### config.mk
export PLATFORM = sky130hd
export DESIGN_NAME = instruction_fetch
export DESIGN_NICKNAME = d
export VERILOG_FILES = /design/src/rtl/fetch_pkg.sv /design/src/rtl/fetch_fifo.sv /design/src/rtl/instruction_fetch.sv
export SDC_FILE = /design/constraint.sdc
export NUM_CORES = 1
export LEC_CHECK = 0
export ABC_AREA = 1
export CAP_MARGIN = 40
export CORE_ASPECT_RATIO = 0.8
export CORE_MARGIN = 2
export CORE_UTILIZATION = 56
export CTS_BUF_LIST = sky130_fd_sc_hd__clkbuf_2
export DETAILED_ROUTE_END_ITERATION = 12
export PLACE_DENSITY = 0.88
export SLEW_MARGIN = 20
export SYNTH_ARGS = -nofsm -noshare
export SYNTH_HDL_FRONTEND = slang
export SYNTH_SLANG_ARGS = --single-unit
### constraint.sdc
create_clock -name clk -period 9.9 [get_ports clk]
set_clock_uncertainty 0.1 [all_clocks]
set_input_delay 1.98 -clock clk [delete_from_list [all_inputs] [get_ports clk]]
set_output_delay 1.98 -clock clk [all_outputs]
set_load 0.02 [all_outputs]
### src/rtl/fetch_pkg.sv
// Shared types for the instruction fetch front end.
package fetch_pkg;

  localparam int unsigned XLEN        = 32;
  localparam int unsigned INSTR_BYTES = 4;

  typedef struct packed {
    logic [XLEN-1:0] pc;
    logic [XLEN-1:0] instr;
  } fetch_entry_t;

  typedef enum logic {
    RUN   = 1'b0,
    FAULT = 1'b1
  } fetch_state_t;

endpackage

### src/rtl/fetch_fifo.sv
// DEPTH-entry synchronous FIFO of fetch entries with flush.
// A push into a full FIFO is accepted only when the head pops in the same cycle.
module fetch_fifo
  import fetch_pkg::*;
#(
  parameter int unsigned DEPTH = 2
) (
  input  logic         clk,
  input  logic         rst,
  input  logic         push,
  input  logic         pop,
  input  logic         flush,
  input  fetch_entry_t wdata,
  output fetch_entry_t rdata,
  output logic         full,
  output logic         empty
);

  localparam int unsigned AW = (DEPTH > 1) ? $clog2(DEPTH) : 1;
  localparam int unsigned CW = AW + 1;

  fetch_entry_t  mem [DEPTH];
  logic [AW-1:0] rd_ptr;
  logic [AW-1:0] wr_ptr;
  logic [CW-1:0] count;
  logic          do_push;
  logic          do_pop;

  assign full    = (count == CW'(DEPTH));
  assign empty   = (count == '0);
  assign do_pop  = pop && !empty;
  assign do_push = push && (!full || do_pop);
  assign rdata   = empty ? '0 : mem[rd_ptr];

  always_ff @(posedge clk or posedge rst) begin
    if (rst) begin
      rd_ptr <= '0;
      wr_ptr <= '0;
      count  <= '0;
    end else if (flush) begin
      rd_ptr <= '0;
      wr_ptr <= '0;
      count  <= '0;
    end else begin
      if (do_push) wr_ptr <= wr_ptr + AW'(1);
      if (do_pop)  rd_ptr <= rd_ptr + AW'(1);
      count <= count + CW'(do_push) - CW'(do_pop);
    end
  end

  // Storage needs no reset; occupancy is tracked by count.
  always_ff @(posedge clk) begin
    if (do_push && !flush) mem[wr_ptr] <= wdata;
  end

endmodule

### src/rtl/instruction_fetch.sv
// Instruction fetch front end: PC register, imem request, fetch FIFO to decode.
// Define FETCH_MISALIGN_TRAP_EN to trap misaligned redirects instead of masking them.
module instruction_fetch
  import fetch_pkg::*;
#(
  parameter logic [31:0] RESET_PC = 32'h0000_0000,
  parameter int unsigned DEPTH    = 2
) (
  input  logic        clk,
  input  logic        rst,
  output logic [31:0] imem_addr,
  input  logic [31:0] imem_data,
  input  logic        redirect_valid,
  input  logic [31:0] redirect_pc,
  output logic        out_valid,
  input  logic        out_ready,
  output logic [31:0] out_instr,
  output logic [31:0] out_pc,
  output logic        fetch_fault
);

  fetch_state_t state;
  logic [31:0]  pc;
  logic [31:0]  target;
  logic         misaligned;
  logic         push;
  logic         pop;
  logic         full;
  logic         empty;
  fetch_entry_t wr_entry;
  fetch_entry_t head;

`ifdef FETCH_MISALIGN_TRAP_EN
  assign misaligned  = (redirect_pc[1:0] != 2'b00);
  assign target      = redirect_pc;
  assign fetch_fault = (state == FAULT);
`else
  logic unused_low_bits;
  assign unused_low_bits = ^redirect_pc[1:0];
  assign misaligned      = 1'b0;
  assign target          = {redirect_pc[31:2], 2'b00};
  assign fetch_fault     = 1'b0;
`endif

  // Full-and-popped pass-through keeps one instruction per cycle at DEPTH entries.
  assign pop  = !empty && out_ready;
  assign push = (state == RUN) && !redirect_valid && (!full || pop);

  always_ff @(posedge clk or posedge rst) begin
    if (rst) begin
      state <= RUN;
      pc    <= RESET_PC;
    end else begin
      case (state)
        RUN: begin
          if (redirect_valid) begin
            pc <= target;
            if (misaligned) state <= FAULT;
          end else if (push) begin
            pc <= pc + 32'(INSTR_BYTES);
          end
        end
        FAULT: begin
          if (redirect_valid) begin
            pc <= target;
            if (!misaligned) state <= RUN;
          end
        end
      endcase
    end
  end

  assign wr_entry.pc    = pc;
  assign wr_entry.instr = imem_data;

  fetch_fifo #(.DEPTH(DEPTH)) u_fifo (
    .clk   (clk),
    .rst   (rst),
    .push  (push),
    .pop   (pop),
    .flush (redirect_valid),
    .wdata (wr_entry),
    .rdata (head),
    .full  (full),
    .empty (empty)
  );

  assign imem_addr = pc;
  assign out_valid = !empty;
  assign out_instr = head.instr;
  assign out_pc    = head.pc;

endmodule

[Word-level counts from Yosys, hierarchy flattened]
Memory sizes are Yosys's and may differ from the RTL's.
Cells that the tools add are included.
W data, S select, Z words.
Operators by class
  $add $sub $neg: 5
  mux-type cells: 14
  equal/unequal tests: 3
  reductions and logical operators: 15
  bitwise operators: 1
Operators by type and width (number)
  $mux W32: 3
  $mux W64: 1
  $pmux W32 S2: 1
  $add A32 B3 Y32 const B: 1
  $mux W1: 7
  $logic_and A1 B1 Y1: 6
  $reduce_bool A2 Y1: 2
  $logic_not A1 Y1: 3
  $ne A3 B2 Y1 const B: 1
  $add A1 B1 Y1 const B: 2
  $add A2 B1 Y2: 1
  $eq A2 B2 Y1 const B: 1
  $logic_not A2 Y1: 1
  $logic_or A1 B1 Y1: 2
  $mux W2: 1
  $ne A2 B2 Y1 const B: 1
  $pmux W1 S2: 1
  $reduce_and A2 Y1: 1
  $sub A2 B1 Y2: 1
  $not A1 Y1: 1
Storage, ports and cells
  register bits: 37
  RAM bits: 128
  input bits: 68
  output and inout bits: 98
  memories: 1
  logic and storage cells: 44
Memories
  u_fifo.mem: depth 2, width 64, read ports 1, clocked after memory_dff 0, write ports 1, line fetch_fifo.sv:22  | fetch_entry_t mem [DEPTH];

[Longest topological paths before layout]
  word-level depth: 9
  mapped depth: 10
  depth with buffers taken out: 10

[Cells and area by module]
Synthesis repeated with hierarchy kept, for this count alone.
Unflattened totals
  cell total of the unflattened synthesis: 759
  area, all modules: 7562.3 um2
Modules (own cells, without submodules)
  fetch_fifo: area an instance 5246.3 um2, cells each 381, times used 1
  instruction_fetch: area an instance 2316.0 um2, cells each 378, times used 1

[Worst setup path before layout]
OpenSTA, ideal clock, no wires.
  kind: input-to-reg
  start point: input redirect_valid
  end point: memory u_fifo.mem[1][0] (netlist name) (enable)
  cell stages on the path: 4
  path slack: 4.211 ns
  arrival: 5.106 ns
  cell sequence: nor2_4 -> nand2_2 -> clkbuf_1 -> nor2_1
Between the ends
  cells in the longest elaborated chain, start to end: 7
Ends and longest elaborated chain
  start: declaration: line instruction_fetch.sv:13  | input logic redirect_valid,
  $logic_not A1 Y1 (*): line fetch_fifo.sv:53, instruction_fetch.sv:47
  $logic_and A1 B1 Y1 (2 in a row): line instruction_fetch.sv:47  | assign push = (state == RUN) && !redirect_valid && (!full || pop);
  $logic_and A1 B1 Y1: line fetch_fifo.sv:32  | assign do_push = push && (!full || do_pop);
  $logic_and A1 B1 Y1 (*): line fetch_fifo.sv:53  | if (do_push && !flush) mem[wr_ptr] <= wdata;
  $mux W1 (*): line fetch_fifo.sv:53
  $mux W1 (not written as such) (*): line fetch_fifo.sv:53
  end: declaration: line fetch_fifo.sv:22
Mark *: on every way between the ends. The rest lies on a longest branch, timed or not.

[Final worst setup path]
  start point: register u_fifo.rd_ptr
  end point: output out_pc[16]
Between the ends
  cells in the longest elaborated chain, start to end: 2
Ends and longest elaborated chain
  start: declaration: line fetch_fifo.sv:23  | logic [AW-1:0] rd_ptr;
  start signal: assignment: line fetch_fifo.sv:46  | if (do_pop) rd_ptr <= rd_ptr + AW'(1);
  $mem_v2 Z2 W64
  $mux W64: line fetch_fifo.sv:33  | assign rdata = empty ? '0 : mem[rd_ptr];
  end: declaration: line instruction_fetch.sv:18  | output logic [31:0] out_pc,
No other way between the ends.

==> results.md <==
- Status: finished clean
- Routed Antenna Nets: 0
- CP arrival: 2.72 ns
- Final period util: 0.484
- Final routed DRC violation total: 0
- Final Max Tran Viols: 0
- Hold violation count in the final report: 0
- Area of placed instances: 0.00894 sq mm
- Pleak: 3.60 nW
- CTS tree: done
- #FFs+latches synth: 159
- Type of the tightest min-delay check: reg -> reg
- Gr usage total: 0.244
- Avg Inst Size Synth: 9.54 sq um
- Overflow after GRT: 0
- Clock Power Share: 0.163
- Final setup viols: 0
- Initial Util: 0.568
- DR vias: 5788
- Synth unique cells: 35
- Routed WL: 16.9 mm
- Crit path kind: reg -> out
- DR vias/cell: 5.27
- TritonCTS Buffers: 17
- Combinational power share: 0.404
- Crit path largest cell delay: 0.67 ns
- DRT iter0 DRCs: 721
- Number of synthesized flops with an enable pin: 124
- Ant diodes: 0
- CTS H-Tree Depth: 4
- Maximum clock frequency: 209 MHz
- Worst path slowest cell: clkdlybuf4s50_1
- Fin area: 0.00920 sq mm
- I/O Buffers: 158
- Final HPWL DP: 11.0 mm
- Die H: 105 microns
- Register clock-pin slew on the reported worst setup and hold paths: 0.22 ns
- Filler cells: 915
- Slew margin rel.: 0.530
- Register area share after synthesis: 0.639
- Warnings, synthesis: 0
- Share of layout cells above drive strength 1: 0.0737
- Largest net degree at the start of global routing: 65
- DRT Pass-1 Iters: 6
- Initial antenna violation count: 0
- Clock Latency Late Sink: 0.73 ns
- Peak supply drop: 0.112 mV
- Cell Chain, Critical Path: inv_2 -> buf_12 -> nand2_1 -> a21oi_1 -> clkdlybuf4s50_1
- Final GP Congestion: 0.941
- Ys async rst share: 0.220
- Area grow syn2layout: 27.7%
- Cts repair resizes: 0
- DR WL/cell: 15.4 microns
- Most common cell after layout, fill and taps aside: nand2_1
- Sw power: 827 uW
- Core Rows: 37
- Nets@finish: 981
- Post-Synthesis Cells: 755
- Setup TNS: 0 ns
- Commonest register cell after synthesis: edfxtp_1
- Post-CTS Repair Setup Buffers: 0
- Number of global-route vias before repair: 5198
- Period minus WS final: 4.80 ns
- Seq pwr share: 0.432
- Most frequent cells in the layout: nand2_1, clkdlybuf4s50_1, edfxtp_1, nor2_1, a21oi_1
- First-pass GRT wire length: 25.4 mm
- Clk Tree Root Cell: clkbuf_2
- Net Sw Frac: 0.392
- Critical path peak fanout: 38
- P_int: 1.28 mW
- CP Capture Type: primary output
- Worst EP required: 7.82 ns
- RSZ-0062 raised after global routing: no
- Post-Syn Area: 0.00720 sq mm
- Die extent in x: 131 microns
- I/O pin total: 166
- Clock buffer depth: 2
- Max Cap Viol: 0
- Measured slew at the worst slew-check pin: 0.705 ns
- Total Die Area: 0.0138 sq mm
- Sink Count: 159
- Worst setup SP type: flop
- Core box area: 0.0127 sq mm
- Pwr/cell area: 229 mW/mm^2
- Hold Buf Count CTS: 0
[area by class of cell]
cell class,instances,area (sq um),share of cell area
timing repair buffer,166,1670,0.182
multi-input combinational,522,2310,0.251
inverter,44,165,0.0180
clock buffer,17,85.1,0.00925
sequential,159,4600,0.500
tap,175,219,0.0238
clock inverter,15,148,0.0161
[power by group through the flow]
stage / combinational, mW / sequential [mW] / clock (mW)
after floorplan: 0.449 / 0.932 / 0
after global placement: 0.832 / 0.921 / 0
after detailed placement: 0.852 / 0.926 / 0
after CTS: 0.855 / 0.911 / 0.348
after global routing: 0.918 / 0.924 / 0.379
final: 0.853 / 0.912 / 0.345
[per-layer routing]
metal,vias up,GRT usage,routed length [microns]
met1,2668,0.334,7140
met5,-,0,0
met4,0,0.0623,172
met2,290,0.399,7980
met3,21,0.0543,1590
li1,2809,-,-
[critical path: cells and delay by family, from the launching register on]
| family | cells | cell delay [ns] |
|---|---|---|
| compound gates | 1 | 0.14 |
| simple gates | 1 | 0.07 |
| buf+inv | 3 | 1.32 |
| flops | 1 | 0.46 |
[through the flow]
step	util	hold WS, ns	instances	worst slack [ns]	total power, mW
2_1_floorplan	-	0.422	759	4.21	1.38
3_3_place_gp	0.703	0.440	1064	4.65	1.75
3_5_place_dp	0.705	0.450	1065	4.61	1.78
4_1_cts	0.723	0.480	1097	5.06	2.11
5_1_grt	0.725	0.506	1098	4.90	2.22
6_report	0.725	0.486	1098	5.10	2.11
[registers in the layout, summed over array words and instances (netlist names)]
register	count
u_fifo.rd_ptr	1
u_fifo.count	2
u_fifo.mem	124
state	1
imem_addr	30
u_fifo.wr_ptr	1
[synthesized netlist by cell type, types with 2 or more instances]
master / number / area, sq um
a21oi_1: 66 / 330
a31oi_1: 2 / 12.5
buf_1: 3 / 11.3
buf_2: 4 / 20.0
buf_4: 7 / 52.6
clkbuf_1: 19 / 71.3
dfrtp_1: 35 / 876
edfxtp_1: 124 / 3720
ha_1: 3 / 37.5
inv_1: 40 / 150
inv_2: 4 / 15.0
nand2_1: 279 / 1050
nand2_2: 6 / 37.5
nand3_1: 36 / 180
nand3b_1: 2 / 15.0
nand4_1: 4 / 25.0
nor2_1: 72 / 270
nor2_2: 7 / 43.8
nor2_4: 4 / 45.0
nor3_1: 2 / 10.0
o21ai_0: 18 / 90.1
o22ai_1: 4 / 25.0
xnor2_1: 2 / 17.5
[kinds of logic (layout without fill, tap and decap cells)]
group / after synthesis / after routing / share of synthesized area
xor+xnor: 3 / 3 / 0.00365
compound gates: 96 / 96 / 0.0695
buf+inv: 78 / 242 / 0.0460
simple gates: 415 / 415 / 0.236
flops: 159 / 159 / 0.639
fa+ha+maj: 3 / 3 / 0.00521
other cells: 1 / 5 / 0.000521
[final timing paths]
path	from	endpoint	slack, ns	depth (start not counted)
setup / recovery	u_fifo.rd_ptr	out_pc[16]	5.10	5
max in group asynchronous	rst	u_fifo.rd_ptr	7.83	3
hold reg to reg	state	state	0.49	2
hold / removal	state	state	0.49	2
setup reg to reg	state	u_fifo.mem[0][50]	6.87	4
min in group asynchronous	rst	imem_addr[26]	1.50	3
Note: power is estimated with default switching activity, not from simulation.
